<file path="src/rtl/fsk_pkg.sv">
// Shared types and helpers for the FSK transmitter and anything that needs to
// reason about its frame timing.
package fsk_pkg;

    typedef enum logic [1:0] {
        IDLE,
        START,
        DATA,
        STOP
    } fsk_state_e;

    // Cycles from freq word change to the first affected modout sample.
    localparam int DDS_LATENCY = 3;

    // First cycle of data bit i, counted from the accepting clock edge (edge = 0).
    function automatic int bit_start_cycle(input int i, input int baud_div);
        return 1 + (i + 1) * baud_div;
    endfunction

endpackage

</file>
<file path="src/rtl/fsk_if.sv">
// Byte stream handshake into the FSK transmitter.
interface fsk_if #(
    parameter int NBITS = 8
);
    logic [NBITS-1:0] s_data;
    logic             s_valid;
    logic             s_ready;

    modport master (output s_data, output s_valid, input s_ready);
    modport slave  (input s_data, input s_valid, output s_ready);
endinterface

</file>
<file path="src/rtl/fsk_tx_dds.sv">
// Continuous-phase DDS: PW-bit phase accumulator truncated to TW bits, quarter-wave
// odd polynomial sine. freq_i to sample_o latency is 3 enabled cycles.
module fsk_tx_dds #(
    parameter int PW = 24,
    parameter int DW = 12,
    parameter int TW = 14
) (
    input  logic                 clk,
    input  logic                 rst,
    input  logic                 en_i,
    input  logic signed [PW-1:0] freq_i,
    input  logic [PW-1:0]        phase_i,
    output logic signed [DW-1:0] sample_o
);
    localparam int FW = TW - 2;
    localparam logic [FW:0] QUARTER = {1'b1, {FW{1'b0}}};
    // sin(pi/2*u) ~= u*(A - B*u^2 + C*u^4), coefficients scaled by 2^14
    localparam logic [47:0] C_A = 48'd25736;
    localparam logic [47:0] C_B = 48'd10583;
    localparam logic [47:0] C_C = 48'd1229;
    localparam logic [47:0] AMP = (48'd1 << (DW - 1)) - 48'd1;

    logic [PW-1:0]        acc_q;
    logic [PW-1:0]        phase_w;
    logic [TW-1:0]        trunc_w;
    logic [FW:0]          u_q;
    logic [FW:0]          u_d;
    logic                 neg_q;
    logic [47:0]          u_w;
    logic [47:0]          u2_w;
    logic [47:0]          u4_w;
    logic [47:0]          poly_w;
    logic signed [DW-1:0] mag_s;
    logic signed [DW-1:0] sample_d;
    logic signed [DW-1:0] sample_q;

    always_comb begin
        phase_w = acc_q + phase_i;
        trunc_w = TW'(phase_w >> (PW - TW));
        // Odd quadrants run backwards through the quarter wave.
        u_d = trunc_w[TW-2] ? QUARTER - {1'b0, trunc_w[FW-1:0]} : {1'b0, trunc_w[FW-1:0]};
    end

    always_comb begin
        u_w      = 48'(u_q);
        u2_w     = (u_w * u_w) >> FW;
        u4_w     = (u2_w * u2_w) >> FW;
        poly_w   = C_A - ((C_B * u2_w) >> FW) + ((C_C * u4_w) >> FW);
        mag_s    = $signed(DW'(((((u_w * poly_w) >> FW) * AMP) >> 14)));
        sample_d = neg_q ? -mag_s : mag_s;
    end

    always_ff @(posedge clk) begin
        if (rst) begin
            acc_q    <= '0;
            u_q      <= '0;
            neg_q    <= 1'b0;
            sample_q <= '0;
        end else if (en_i) begin
            acc_q    <= acc_q + $unsigned(freq_i);
            u_q      <= u_d;
            neg_q    <= trunc_w[TW-1];
            sample_q <= sample_d;
        end
    end

    assign sample_o = sample_q;

endmodule

</file>
<file path="src/rtl/fsk_tx.sv">
// Byte-framed binary FSK transmitter: start bit, NBITS data bits LSB first, stop bit,
// each bit steering a continuous-phase DDS between mark and space frequency words.
//   state | meaning
//   IDLE  | line at mark, live mark word, ready for a byte while enabled
//   START | space for one bit period
//   DATA  | shreg[0] on the line, NBITS bit periods
//   STOP  | mark for one bit period
module fsk_tx
    import fsk_pkg::*;
#(
    parameter int DW       = 12,
    parameter int PW       = 24,
    parameter int NBITS    = 8,
    parameter int BAUD_DIV = 1000
) (
    input  logic                 clk,
    input  logic                 rst,
    input  logic                 en_i,
    input  logic signed [PW-1:0] mark_freq_i,
    input  logic signed [PW-1:0] space_freq_i,
    fsk_if.slave                 s_if,
    output logic                 busy_o,
    output logic                 tx_bit_o,
    output logic signed [PW-1:0] freq_word_o,
    output logic signed [DW-1:0] modout_o
);
    localparam int CNT_W = $clog2(BAUD_DIV);
    localparam int BC_W  = (NBITS > 1) ? $clog2(NBITS) : 1;
    localparam logic [CNT_W-1:0] BAUD_LAST = CNT_W'(BAUD_DIV - 1);
    localparam logic [BC_W-1:0]  BIT_LAST  = BC_W'(NBITS - 1);

    fsk_state_e           state_q;
    logic [CNT_W-1:0]     baud_q;
    logic [BC_W-1:0]      bit_q;
    logic [NBITS-1:0]     shreg_q;
    logic signed [PW-1:0] mark_q;
    logic signed [PW-1:0] space_q;
    logic signed [PW-1:0] freq_q;
    logic                 tx_bit_q;
    logic                 accept;
    logic                 bit_tick;

    assign s_if.s_ready = (state_q == IDLE) && en_i && !rst;
    assign accept       = s_if.s_valid && s_if.s_ready;
    assign bit_tick     = en_i && (state_q != IDLE) && (baud_q == BAUD_LAST);

    always_ff @(posedge clk) begin
        if (rst) begin
            state_q  <= IDLE;
            baud_q   <= '0;
            bit_q    <= '0;
            shreg_q  <= '0;
            mark_q   <= '0;
            space_q  <= '0;
            freq_q   <= '0;
            tx_bit_q <= 1'b1;
        end else if (en_i) begin
            if (state_q != IDLE) begin
                baud_q <= bit_tick ? '0 : baud_q + 1'b1;
            end
            case (state_q)
                IDLE: begin
                    if (accept) begin
                        // Frame words come from the live inputs on this edge, then stay frozen.
                        state_q  <= START;
                        baud_q   <= '0;
                        bit_q    <= '0;
                        shreg_q  <= s_if.s_data;
                        mark_q   <= mark_freq_i;
                        space_q  <= space_freq_i;
                        tx_bit_q <= 1'b0;
                        freq_q   <= space_freq_i;
                    end else begin
                        tx_bit_q <= 1'b1;
                        freq_q   <= mark_freq_i;
                    end
                end
                START: begin
                    if (bit_tick) begin
                        state_q  <= DATA;
                        tx_bit_q <= shreg_q[0];
                        freq_q   <= shreg_q[0] ? mark_q : space_q;
                    end
                end
                DATA: begin
                    if (bit_tick) begin
                        if (bit_q == BIT_LAST) begin
                            state_q  <= STOP;
                            tx_bit_q <= 1'b1;
                            freq_q   <= mark_q;
                        end else begin
                            bit_q    <= bit_q + 1'b1;
                            shreg_q  <= shreg_q >> 1;
                            tx_bit_q <= shreg_q[1];
                            freq_q   <= shreg_q[1] ? mark_q : space_q;
                        end
                    end
                end
                STOP: begin
                    if (bit_tick) begin
                        state_q  <= IDLE;
                        tx_bit_q <= 1'b1;
                        freq_q   <= mark_freq_i;
                    end
                end
                default: state_q <= IDLE;
            endcase
        end
    end

    assign busy_o      = (state_q != IDLE);
    assign tx_bit_o    = tx_bit_q;
    assign freq_word_o = freq_q;

    // Phase is never cleared between frames, so bit transitions stay phase-continuous.
    fsk_tx_dds #(
        .PW (PW),
        .DW (DW),
        .TW (DW + 2)
    ) u_dds (
        .clk      (clk),
        .rst      (rst),
        .en_i     (en_i),
        .freq_i   (freq_q),
        .phase_i  ({PW{1'b0}}),
        .sample_o (modout_o)
    );

endmodule

</file>
<file path="src/flat_wrapper.sv">
// flat-port wrapper written by rule: the top's interface ports become plain ports
module fsk_tx_flat import fsk_pkg::*;
#(
    parameter int DW       = 12,
    parameter int PW       = 24,
    parameter int NBITS    = 8,
    parameter int BAUD_DIV = 1000
)
  (clk, rst, en_i, mark_freq_i, space_freq_i, busy_o, tx_bit_o, freq_word_o, modout_o, s_if_s_data, s_if_s_valid, s_if_s_ready);
  fsk_if #(.NBITS(NBITS)) s_if_i ();
  input  logic clk;
  input  logic rst;
  input  logic en_i;
  input  logic signed [PW-1:0] mark_freq_i;
  input  logic signed [PW-1:0] space_freq_i;
  output logic busy_o;
  output logic tx_bit_o;
  output logic signed [PW-1:0] freq_word_o;
  output logic signed [DW-1:0] modout_o;
  input wire logic [$bits(s_if_i.s_data)-1:0] s_if_s_data;
  input wire logic [$bits(s_if_i.s_valid)-1:0] s_if_s_valid;
  output wire logic [$bits(s_if_i.s_ready)-1:0] s_if_s_ready;
  assign s_if_i.s_data = s_if_s_data;
  assign s_if_i.s_valid = s_if_s_valid;
  assign s_if_s_ready = s_if_i.s_ready;
  fsk_tx #(.DW(DW), .PW(PW), .NBITS(NBITS), .BAUD_DIV(BAUD_DIV)) u_core (.clk(clk), .rst(rst), .en_i(en_i), .mark_freq_i(mark_freq_i), .space_freq_i(space_freq_i), .s_if(s_if_i), .busy_o(busy_o), .tx_bit_o(tx_bit_o), .freq_word_o(freq_word_o), .modout_o(modout_o));
endmodule
</file>
<file path="config.mk">
export PLATFORM = sky130hd
export DESIGN_NAME = fsk_tx_flat
export DESIGN_NICKNAME = d
export VERILOG_FILES = /design/src/rtl/fsk_pkg.sv /design/src/rtl/fsk_if.sv /design/src/rtl/fsk_tx_dds.sv /design/src/rtl/fsk_tx.sv /design/src/flat_wrapper.sv
export SDC_FILE = /design/constraint.sdc
export NUM_CORES = 2
export LEC_CHECK = 0
export BUFFER_PORTS_ARGS = -buffer_cell sky130_fd_sc_hd__buf_4
export CAP_MARGIN = 20
export CORE_UTILIZATION = 42
export DETAILED_ROUTE_END_ITERATION = 10
export GPL_ROUTABILITY_DRIVEN = 0
export PLACE_DENSITY_LB_ADDON = 0.3
export SLEW_MARGIN = 20
export SYNTH_ARGS = -nofsm -noshare
export SYNTH_HDL_FRONTEND = slang
export SYNTH_HIERARCHICAL = 1
export SYNTH_SLANG_ARGS = --single-unit
</file>
<file path="constraint.sdc">
create_clock -name clk -period 28.4 [get_ports clk]
set_clock_uncertainty 0.1 [all_clocks]
set_input_delay 4.26 -clock clk [delete_from_list [all_inputs] [get_ports clk]]
set_output_delay 4.26 -clock clk [all_outputs]
set_load 0.005 [all_outputs]
</file>
Word-level counts from Yosys, hierarchy flattened
Cells that the tools add are included.
- register bits after elaboration: 146
- bits of input ports: 60
- output and inout port bits: 39
- logic and storage cells: 83
- $add $sub $neg: 7
- $mul: 6
- equality and inequality tests: 11
- muxes and demuxes: 34
- reduce and logical (&&, ||, !) cells: 13
- operators with widths (cell ; count):
    two-way mux 24 bit ; 7
    one-hot mux 24 bit (4 select lines) ; 1
    two-way mux 10 bit ; 4
    multiplier 36 x 11 -> 26 bit, second input constant ; 1
    multiplier 14 x 18 -> 32 bit ; 1
    multiplier 14 x 14 -> 28 bit ; 1
    multiplier 14 x 14 -> 28 bit, first input constant ; 1
    multiplier 11 x 16 -> 27 bit, first input constant ; 1
    multiplier 13 x 13 -> 26 bit ; 1
    adder 24 bit ; 1
    two-way mux 8 bit ; 3
    adder 17 x 16 -> 18 bit ; 1
    subtractor 15 x 16 -> 17 bit, first input constant ; 1
    one-hot mux 8 bit (2 select lines) ; 1
    two-way mux 13 bit ; 1
    subtractor 13 x 12 -> 13 bit, first input constant ; 1
    two-way mux 12 bit ; 1
    negation 12 bit ; 1
    adder 10 x 1 -> 10 bit, second input constant ; 1
    == test 10 bit, second input constant ; 1
    two-way mux 2 bit ; 5
    != test 2 x 1 -> 1 bit, second input constant ; 5
    two-way mux 3 bit ; 3
    one-hot mux 2 bit (4 select lines) ; 1
    16 further kinds ; 26

Longest topological paths before layout
- depth in word-level cells: 8
- mapped depth: 124
- depth with buffers taken out: 120

By module
The synthesis kept the hierarchy.
- modules (own cells, without submodules) (module ; times used ; cells each ; area an instance (um^2) ; seq. area each (um^2)):
    fsk_tx_dds ; 1 ; 3813 ; 34062.7 ; 1001.0
    fsk_tx ; 1 ; 541 ; 4608.2 ; 1921.8

Worst setup path after synthesis
No wires, ideal clock.
- path type: flip-flop to flip-flop
- from: register u_core.u_dds.u_q[9]
- to: register u_core.u_dds.sample_q[11], in the netlist u_core/u_dds/sample_o[11]
- library setup time: 86 ps
- arrival time: 28159 ps
- data required time: 28214 ps
- setup slack: 55 ps
- stages on the path, launching flop included: 112
- path buffers: 3
- clock period less this slack: 28345 ps
- path through: dfxtp_1 > clkbuf_1 > clkbuf_1 > nand2_1 > fa_1 > fa_1 > inv_1 > fa_1 > fa_1 > inv_1 > fa_1 > inv_1 > ha_1 > o2111a_1 > o21ai_0 > o21ai_0 > nor3b_1 > o31ai_1 > (+76 left out) > fa_1 > inv_1 > xnor2_1 > ha_1 > fa_1 > fa_1 > inv_1 > fa_1 > inv_1 > ha_1 > o41ai_1 > o21bai_1 > a21o_1 > xor2_1 > o41ai_1 > xnor2_1 > xnor2_1 > a211oi_1
- longest elaborated chain between the ends: 8
- elaborated cells between the ends (all ways): 10
- those cells by class: 3 x add/sub; 6 x mul; 1 x mux
- RTL lines (item ; line ; RTL):
    from (decl) ; fsk_tx_dds.sv:26 ; logic [FW:0] u_q;
    from (signal assigned) ; fsk_tx_dds.sv:61 ; u_q <= u_d;
    multiplier 13 x 13 -> 26 bit ; fsk_tx_dds.sv:46 ; u2_w = (u_w * u_w) >> FW;
    multiplier 14 x 14 -> 28 bit, on equally long branches ; fsk_tx_dds.sv:47, fsk_tx_dds.sv:48 ;
    multiplier 11 x 16 -> 27 bit / subtractor 15 x 16 -> 17 bit (equally long branches) ; fsk_tx_dds.sv:48 ; poly_w = C_A - ((C_B * u2_w) >> FW) + ((C_C * u4_w) >> FW);
    adder 17 x 16 -> 18 bit ; fsk_tx_dds.sv:48 ;
    multiplier 14 x 18 -> 32 bit * ; fsk_tx_dds.sv:49 ; mag_s = $signed(DW'(((((u_w * poly_w) >> FW) * AMP) >> 14)));
    multiplier 36 x 11 -> 26 bit * ; fsk_tx_dds.sv:49 ;
    negation 12 bit ; fsk_tx_dds.sv:50 ; sample_d = neg_q ? -mag_s : mag_s;
    two-way mux 12 bit * ; fsk_tx_dds.sv:50 ;
    to (signal assigned) ; fsk_tx_dds.sv:63 ; sample_q <= sample_d;
    to (decl) ; fsk_tx_dds.sv:35 ; logic signed [DW-1:0] sample_q;
Mark *: on every way between the ends. The rest lies on a longest branch, timed or not.
A chain may end at the register's enable or synchronous reset.

Worst setup path after layout
- from: register u_core.u_dds.u_q[1]
- to: register u_core.u_dds.sample_q[11], in the netlist u_core/u_dds/sample_o[11]
The elaborated chain is that of the path after synthesis.

==> results.md <==
* Run status: finished clean
* Cell Rows at 110
* WL per Instance at 15.3 um
* Sequential cell area at 2940 um^2
* Seq cells post-synth at 146
* Endpoints failing hold at 0
* Cts hold-fix bufs at 0
* Footprint of the multi-input gates at 32400 um^2
* I/O pin count at 99
* Max-cap violation count at 0
* H-tree depth at 4
* CTS tree: yes
* Syn Inst Count at 4354
* Post-synth EDFFs at 0
* Mean Syn Cell Area at 8.88 um^2
* WL final at 91.0 mm
* Max incr delay on CP at 0.57 ns
* RSZ-0062 raised after global routing: yes
* DRC violations left at 0
* Headroom to the max-slew limit at 0.283
* Detailed-route vias per instance at 5.05
* Clk sink count at 146
* Pre-Repair DR Iteration Count at 6
* Worst Path Max Fanout at 10
* CP Capture Type: register
* CTS root buf: clkbuf_16
* CP arrival at 27.75 ns
* Final setup vio count at 0
* Slowest cell on the critical path: fa_1
* DIE HEIGHT at 305 um
* Placed cell count at 5883
* Core footprint at 90600 um^2
* Gr usage total at 0.199
* Num CTS Buffers at 17
* Max frequency at 36.3 MHz
* Worst Tran Pin Value at 1.07 ns
* Worst Hold Class: reg2reg
* Count of yosys warnings during synthesis at 6
* Initial drt markers at 1435
* Placed cell areas at 43200 um^2
* Final Cell Area at 44900 um^2
* Clk_lat worst skew at 0.46 ns
* Area of the die at 93300 um^2
* Final core occ at 0.496
* Commonest cells after routing, fill and taps aside: inv_1, fa_1, ha_1
* Cell Area, Synth at 38700 um^2
* First-pass GRT wire length at 152 mm
* # port buffers at 98
* Layout cells sized above 1 at 0.153
* Starting Density at 0.427
* Synth area leader: fa_1
* Final-layout fill cell count at 8649
* Register area share after synthesis at 0.0756
* Final Non-Filler Cells at 5935
* Area delta synth->final at 16.2%
* Clock tree buffer depth at 2
* GR Overflow Total at 0
* Crit Path Class: reg2reg
* Vias in the first global route at 30.4k
* Final net count at 6021
* Post-synth top area share at 0.335
* Largest cells by area after synthesis: fa_1, ha_1, inv_1
* Clock transition at path regs at 0.07 ns
* Critical Path RT at 28.58 ns
* Synth Flop Type: dfxtp_1
* Period utilization at 0.971
* Via count at 30.0k
* Asr flop ratio synth at 0
* Slew Limit Fails at 0
* Yosys cell types at 108
* Die W at 305 um
* Initial antenna violation count at 1
* Final HPWL DP at 76.5 mm
* CP most frequent cell: fa_1
* Commonest non-fill, non-tap cell in the layout: inv_1
* Largest net degree at the start of global routing at 94
* Antenna viol nets, final at 0
* Type of origin of the critical path: register
* Tmin final at 27.57 ns
layer usage:
layer | track usage | up-vias | part of all wire | wire length, um
li1 | - | 14500 | - | -
met4 | 0.0354 | 0 | 0.011 | 1010
met5 | 0 | - | 0 | 0
met2 | 0.336 | 507 | 0.48 | 43600
met1 | 0.281 | 14900 | 0.47 | 42900
met3 | 0.0171 | 54 | 0.038 | 3470
sequential cells by signal (all words and copies together), names as in the netlist:
name,flops
u_core/u_dds/neg_q,1
u_core/shreg_q,8
u_core/bit_q,3
u_core/tx_bit_o,1
u_core/mark_q,24
u_core/baud_q,10
u_core/space_q,24
u_core/u_dds/sample_o,12
u_core/u_dds/u_q,13
u_core/freq_word_o,24
u_core/state_q,2
u_core/u_dds/acc_q,24
per-stage QoR:
stage / hold slack, ns / setup WS, ns / TNS (ns)
final: 0.357 / 0.834 / 0
after global placement: 0.343 / 0.0998 / 0
after floorplan: 0.337 / 0.0552 / 0
after global routing: 0.377 / -0.335 / -1.10
after CTS: 0.358 / 0.00627 / 0
after detailed placement: 0.348 / -0.287 / -0.574
Yosys cell counts (all sizes together) (8+ instances only):
| cell type | number |
|---|---|
| a211oi | 40 |
| a21boi | 9 |
| a21o | 59 |
| a21oi | 144 |
| a221o | 26 |
| a31o | 9 |
| a31oi | 24 |
| a32o | 24 |
| and2 | 188 |
| and3 | 17 |
| buf | 28 |
| clkbuf | 113 |
| dfxtp | 146 |
| fa | 648 |
| ha | 568 |
| inv | 973 |
| mux2i | 31 |
| nand2 | 377 |
| nand2b | 20 |
| nand3 | 62 |
| nand3b | 31 |
| nand4 | 16 |
| nor2 | 214 |
| nor2b | 37 |
| nor3 | 42 |
| nor3b | 11 |
| nor4 | 11 |
| o211ai | 9 |
| o21a | 33 |
| o21ai | 69 |
| o21bai | 12 |
| o31ai | 9 |
| o41ai | 8 |
| or2 | 15 |
| or3 | 13 |
| or4 | 10 |
| xnor2 | 125 |
| xor2 | 84 |
worst paths after layout:
| kind | startpoint | endpoint | slack (ns) | depth (start not counted) |
|---|---|---|---|---|
| min | u_core/space_q[13]$_SDFFE_PP0P_ | u_core/space_q[13]$_SDFFE_PP0P_ | 0.36 | 2 |
| min reg2reg | u_core/space_q[13]$_SDFFE_PP0P_ | u_core/space_q[13]$_SDFFE_PP0P_ | 0.36 | 2 |
| max reg2reg | u_core/u_dds/u_q[1]$_SDFFE_PP0P_ | u_core/u_dds/sample_o[11]$_SDFFE_PP0P_ | 0.83 | 113 |
| max | u_core/u_dds/u_q[1]$_SDFFE_PP0P_ | u_core/u_dds/sample_o[11]$_SDFFE_PP0P_ | 0.83 | 113 |
logic make-up after synthesis:
| group | Yosys count | synth area share |
|---|---|---|
| other cells | 1 | 0.0000970 |
| buf+inv | 1119 | 0.111 |
| flops | 146 | 0.0756 |
| xor+xnor | 209 | 0.0473 |
| fa+ha+maj | 1216 | 0.519 |
| simple gates | 1085 | 0.138 |
| mux | 34 | 0.00890 |
| compound gates | 544 | 0.0996 |
worst max-delay path: cells and delay by family, from the launching register on:
kind / cells / cell delay (ns)
AO/OA/AOI/OAI: 31 / 5.38
XOR/XNOR: 11 / 1.65
adder cells (fa/ha/maj): 32 / 14.32
buffers and inverters: 19 / 1.86
flip-flops: 1 / 0.37
AND/OR/NAND/NOR: 20 / 3.69
cell type report:
| type | count | area share |
|---|---|---|
| Multi-Input combinational cell | 3112 | 0.722 |
| Timing Repair Buffer | 491 | 0.0842 |
| Inverter | 977 | 0.0817 |
| Sequential cell | 146 | 0.0654 |
| Tap cell | 1176 | 0.0327 |
| Clock buffer | 20 | 0.0104 |
| Clock inverter | 12 | 0.00370 |
| Antenna cell | 1 | 0.0000557 |
timing repair:
| action | in CTS | in global routing |
|---|---|---|
| pin swaps | 1 | 54 |
| resized for setup | 14 | 179 |
| buffers inserted | 0 | 19 |
| endpoints found under the setup margin | 5 | 12 |
Power is not shown: default switching activity piles up to over one toggle a cycle in this logic, so the estimate is an artifact.
